## src/rtl/div_pkg.sv

```systemverilog
// rtl/div_pkg.sv - shared types and constants for the 16x8 sequential divider (APPROX_DIV_TRUNC_EN selects 6 iterations)
package div_pkg;

  localparam int DIV_DW = 8;

`ifdef APPROX_DIV_TRUNC_EN
  localparam int DIV_ITER = 6;
`else
  localparam int DIV_ITER = 8;
`endif

  localparam logic [DIV_DW-1:0] QUOT_ERR = 8'hFF;
  localparam logic [DIV_DW-1:0] REM_ERR  = 8'h00;

  typedef enum logic [1:0] {
    IDLE = 2'd0,
    CALC = 2'd1,
    DONE = 2'd2
  } div_state_e;

endpackage

```

## src/rtl/div_step.sv

```systemverilog
// rtl/div_step.sv - one combinational restoring-division iteration
module div_step
  import div_pkg::*;
(
  input  logic [DIV_DW-1:0] pr,
  input  logic              dbit,
  input  logic [DIV_DW-1:0] divisor,
  output logic [DIV_DW-1:0] pr_next,
  output logic              qbit
);

  logic [DIV_DW:0] t;
  logic [DIV_DW:0] diff;

  // Shift the next dividend bit into the partial remainder and restore on underflow
  always_comb begin
    t       = {pr, dbit};
    diff    = t - {1'b0, divisor};
    qbit    = (t >= {1'b0, divisor});
    pr_next = qbit ? diff[DIV_DW-1:0] : t[DIV_DW-1:0];
  end

endmodule

```

## src/rtl/seq_div_16x8.sv

```systemverilog
// rtl/seq_div_16x8.sv - sequential restoring divider 16/8 with valid/ready handshakes (APPROX_DIV_TRUNC_EN truncates to 6 quotient bits)
module seq_div_16x8
  import div_pkg::*;
#(
  parameter int DW = DIV_DW
) (
  input  logic            clk,
  input  logic            rst_n,
  input  logic            in_valid,
  output logic            in_ready,
  input  logic [2*DW-1:0] dividend,
  input  logic [DW-1:0]   divisor,
  output logic            out_valid,
  input  logic            out_ready,
  output logic [DW-1:0]   quot,
  output logic [DW-1:0]   rem,
  output logic            err
);

  localparam int CNT_W = $clog2(DIV_ITER);
  localparam logic [CNT_W-1:0] CNT_LAST = CNT_W'(DIV_ITER - 1);

  div_state_e state_q, state_d;

  logic [DW-1:0]    pr_q;
  logic [DW-1:0]    dvd_q;
  logic [DW-1:0]    dsr_q;
  logic [DW-1:0]    q_sh_q;
  logic [CNT_W-1:0] cnt_q;
  logic             err_pend_q;
  logic [DW-1:0]    quot_q;
  logic [DW-1:0]    rem_q;
  logic             err_q;

  logic [DW-1:0] pr_next;
  logic          qbit;
  logic [DW-1:0] q_next;
  logic [DW-1:0] q_final;
  logic          op_err;
  logic          last;

  assign quot = quot_q;
  assign rem  = rem_q;
  assign err  = err_q;

  assign op_err = (divisor == '0) || (dividend[2*DW-1:DW] >= divisor);
  // An erroneous operation spends a single cycle in CALC so its result shows one cycle after accept
  assign last   = err_pend_q || (cnt_q == CNT_LAST);
  assign q_next = {q_sh_q[DW-2:0], qbit};

`ifdef APPROX_DIV_TRUNC_EN
  assign q_final = {q_next[DIV_ITER-1:0], {(DW-DIV_ITER){1'b0}}};
`else
  assign q_final = q_next;
`endif

  div_step u_step (
    .pr      (pr_q),
    .dbit    (dvd_q[DW-1]),
    .divisor (dsr_q),
    .pr_next (pr_next),
    .qbit    (qbit)
  );

  // State register
  always_ff @(posedge clk) begin
    if (!rst_n) state_q <= IDLE;
    else        state_q <= state_d;
  end

  // Next-state logic and handshake decodes (pure state decodes, no input feed-through)
  always_comb begin
    state_d   = state_q;
    in_ready  = 1'b0;
    out_valid = 1'b0;
    case (state_q)
      IDLE: begin
        in_ready = 1'b1;
        if (in_valid) state_d = CALC;
      end
      CALC: begin
        if (last) state_d = DONE;
      end
      DONE: begin
        out_valid = 1'b1;
        if (out_ready) state_d = IDLE;
      end
      default: state_d = IDLE;
    endcase
  end

  // Operand capture, one quotient bit per CALC cycle, result load on the last iteration
  always_ff @(posedge clk) begin
    if (!rst_n) begin
      pr_q       <= '0;
      dvd_q      <= '0;
      dsr_q      <= '0;
      q_sh_q     <= '0;
      cnt_q      <= '0;
      err_pend_q <= 1'b0;
      quot_q     <= '0;
      rem_q      <= '0;
      err_q      <= 1'b0;
    end else begin
      case (state_q)
        IDLE: begin
          if (in_valid) begin
            pr_q       <= dividend[2*DW-1:DW];
            dvd_q      <= dividend[DW-1:0];
            dsr_q      <= divisor;
            q_sh_q     <= '0;
            cnt_q      <= '0;
            err_pend_q <= op_err;
          end
        end
        CALC: begin
          pr_q   <= pr_next;
          dvd_q  <= {dvd_q[DW-2:0], 1'b0};
          q_sh_q <= q_next;
          cnt_q  <= cnt_q + 1'b1;
          if (last) begin
            if (err_pend_q) begin
              quot_q <= QUOT_ERR;
              rem_q  <= REM_ERR;
              err_q  <= 1'b1;
            end else begin
              quot_q <= q_final;
              rem_q  <= pr_next;
              err_q  <= 1'b0;
            end
          end
        end
        default: ;
      endcase
    end
  end

endmodule

```

## config.mk

```make
export PLATFORM = sky130hd
export DESIGN_NAME = seq_div_16x8
export DESIGN_NICKNAME = d
export VERILOG_FILES = /design/src/rtl/div_pkg.sv /design/src/rtl/div_step.sv /design/src/rtl/seq_div_16x8.sv
export SDC_FILE = /design/constraint.sdc
export NUM_CORES = 1
export LEC_CHECK = 0
export BUFFER_PORTS_ARGS = -buffer_cell sky130_fd_sc_hd__buf_2
export CAP_MARGIN = 20
export CORE_AREA = 2 2 118 109
export DETAILED_ROUTE_END_ITERATION = 8
export DIE_AREA = 0 0 120 111
export PLACE_DENSITY = 0.46
export SLEW_MARGIN = 20
export SYNTH_ARGS = -nofsm -noshare
export SYNTH_HDL_FRONTEND = slang
export SYNTH_HIERARCHICAL = 1
export SYNTH_SLANG_ARGS = --single-unit
export TNS_END_PERCENT = 10
```

## constraint.sdc

```tcl
create_clock -name clk -period 2.9 [get_ports clk]
set_input_delay 0.435 -clock clk [delete_from_list [all_inputs] [get_ports clk]]
set_output_delay 0.435 -clock clk [all_outputs]
set_load 0.05 [all_outputs]
```

==> metrics.yaml <==
timing:
  worst_pin_slew_ns: 0.7543
  rsz0062_at_grt: "no"
  max_freq_ghz: 0.4334
  finClkSkew_ns: 0.006207
  slew_headroom_pct: 49.71
  final_max_slew_viol_count: 0
  period_needed_ns: 2.307
  setup_violations: 0
  tns_ns: 0
  finalHoldViolations: 0
  period_share_pct: 79.57
  setup_ws_ns: 0.5925
worst_setup_path:
  critPathSlowestCell: "fa_1"
  crit_chain: "inv_1 > ha_1 > fa_1 > nor2b_1 > o31a_1 > mux2i_1 > o2111ai_1 > mux2_2 > a22oi_1 > nor2b_1"
  start_kind: "register"
  end_kind: "register"
  cp.required_ns: 3.08
  cpMostUsedCell: "nor2b_1"
  path_class: "reg -> reg"
  critPathMaxStageDelay_ns: 0.41
  worst-path-max-fanout: 3
  worstPathArrival_ns: 2.49
cts:
  hold_buffers: 0
  clkSinkCount: 54
  post-cts-setup-buffer-count: 0
  ctsResizeCount: 0
  numCtsBuffers: 5
  htree_levels: 2
  clockBufferDepth: 2
  clkLatencyLatePin_ns: 0.29
  clk_pin_slew_ns: 0.07
  cts_tree: "done"
  root_buffer: "clkbuf_16"
finish:
  seqCellArea_sq_um: 1081
  area_growth_pct: 18.63
  drive_gt1_share_pct: 18.32
  fill_cells: 1312
  layout_commonest_cell: "nand2_1"
  final_cell_mix: "nand2_1, dfxtp_1, buf_2"
  multi_input_area_sq_um: 1680
  finalNetCount: 440
  diodes: 0
die:
  num_rows: 39
  start_util_pct: 24.07
  die-area_sq_um: 13320
  fp.dieW_microns: 120
  core_sq_um: 12250
  ioPinCount: 47
  die_h_microns: 111
global_routing:
  overflow: 0
  track_usage_pct: 11.77
  grt_pass1_vias: 2437
  grt_max_degree: 43
  antenna_found_initial: 0
  grt_pass1_wl_microns: 12580
power_and_ir_drop:
  swShare_pct: 31.11
  power_density_nw_per_um2: 610.4
  power.switching_mw: 0.6641
  p_seq_share_pct: 38.6
  pwr-share-clk_pct: 32.7
  p_int_mw: 1.470
  vdd_drop_max_uv: 222.0
  combPwrFrac_pct: 28.7
  power_mw: 2.135
  power.leakage_nw: 1.581
synthesis:
  ys_seq_area_share_pct: 36.67
  synth.top_cell.area_share_pct: 36.67
  netlist_area_sq_um: 2948
  yosysUniqueCellTypes: 45
  synth_seq_cells: 54
  yosysWarnings: 6
  yosysTopAreaCell: "dfxtp_1"
  syn_area_per_cell_sq_um: 8.351
  syn-instance-count: 353
  synth_area_leaders: "dfxtp_1, ha_1, nand2_1, o211a_1, nand3_1"
  syn_nets: 400
route:
  vias_per_cell: 4.594
  ant_nets: 0
  wl_microns: 7754
  dr_total_vias: 2559
  drc: 0
  first_iter_violations: 141
  wl_per_cell_microns: 13.92
  first_pass_iters: 4
placed_design:
  portBuffers: 46
  dp_slack_ns: 0.6074
  hpwl_microns: 5736
  gp_congestion: 0.8619
run:
  cap_violations: 0
hold_path:
  hp-class: "in -> reg"
status:
  status: "complete, no violations"
## worst max-delay path: cells and delay by family, from the launching register on
kind	cells	cell delay, ns
buffers and inverters	1	0.06
muxes	2	0.50
adders and majority gates	2	0.63
DFF	1	0.34
and+or+nand+nor	2	0.22
AOI/OAI and AO/OA	3	0.44
## area by class of cell
cell class                 count  share of cell area, %
inverter                      21                  2.254
clock buffer                   6                  3.971
clock inverter                 1                 0.8587
timing repair buffer          53                  8.086
tap                          164                  5.868
sequential                    54                  30.91
multi-input combinational    258                  48.05
## flip-flops by register name, indices dropped and copies added, names as in the netlist
signal      count
cnt_q           3
dsr_q           8
dvd_q           8
err             1
err_pend_q      1
pr_q            8
q_sh_q          7
quot            8
rem             8
state_q         2
## path summary, 6_finish.rpt
path | from | end | slack [ns] | cells past startpoint
worst min-delay path | divisor[2] | dsr_q[2]$_SDFFE_PN0P_ | 0.43 | 3
worst min register to register | dsr_q[2]$_SDFFE_PN0P_ | dsr_q[2]$_SDFFE_PN0P_ | 0.47 | 2
worst max-delay path | dvd_q[7]$_SDFFE_PN0P_ | rem[6]$_SDFFE_PN0P_ | 0.59 | 10
worst max register to register | dvd_q[7]$_SDFFE_PN0P_ | rem[6]$_SDFFE_PN0P_ | 0.59 | 10
## logic make-up (layout without fill, tap and decap cells)
| group | count (synthesis) | after routing | share of synthesized area, % |
|---|---|---|---|
| compound gates | 74 | 74 | 19.74 |
| xor+xnor | 3 | 3 | 0.8915 |
| fa+ha+maj | 19 | 19 | 8.319 |
| buf+inv | 41 | 81 | 6.325 |
| flops | 54 | 54 | 36.67 |
| mux | 8 | 8 | 2.886 |
| simple gates | 154 | 154 | 25.17 |
## Yosys cell counts, drive strengths merged
| master | number |
|---|---|
| nand2 | 60 |
| dfxtp | 54 |
| nand3 | 28 |
| inv | 21 |
| nor2 | 20 |
| a21boi | 18 |
| ha | 18 |
| o211a | 15 |
| nor2b | 14 |
| buf | 13 |
| nor3 | 10 |
| nor3b | 10 |
| o21ai | 9 |
| a22oi | 8 |
| a21oi | 7 |
| clkbuf | 7 |
| mux2 | 4 |
| mux2i | 4 |
| o21a | 4 |
| o31ai | 3 |
| xnor2 | 3 |
| a21o | 2 |
| a31oi | 2 |
| and2 | 2 |
| nand2b | 2 |
| nand3b | 2 |
| nor4 | 2 |
| o21bai | 2 |
| a211oi | 1 |
| and2b | 1 |
| fa | 1 |
| nand4 | 1 |
| o2111ai | 1 |
| o211ai | 1 |
| o31a | 1 |
| or3 | 1 |
| or3b | 1 |
## power groups by stage
stage,sequential (mW),clock [mW],combinational [mW]
after floorplan,0.856,0,0.452
after global placement,0.842,0,0.606
after detailed placement,0.842,0,0.612
after CTS,0.825,0.719,0.615
after global routing,0.832,0.739,0.685
final,0.825,0.698,0.612
## per-layer routing
metal	up-vias	track usage [%]	share of wire, %
li1	1299	-	-
met1	1199	18.27	56
met2	56	16.48	39
met3	5	2.418	4.4
met4	0	2.588	0.68
met5	-	0	0
## per-stage QoR
stage	instance area, sq um	util (%)	cells	hold WS [ns]
floorplan	2948	-	353	0.4435
global placement	3328	27.17	550	0.4547
detailed placement	3328	27.17	550	0.4643
CTS	3497	28.55	557	0.4276
global route	3497	28.55	557	0.4425
finish	3497	28.55	557	0.4325
Power figures use the tool's default switching activity.
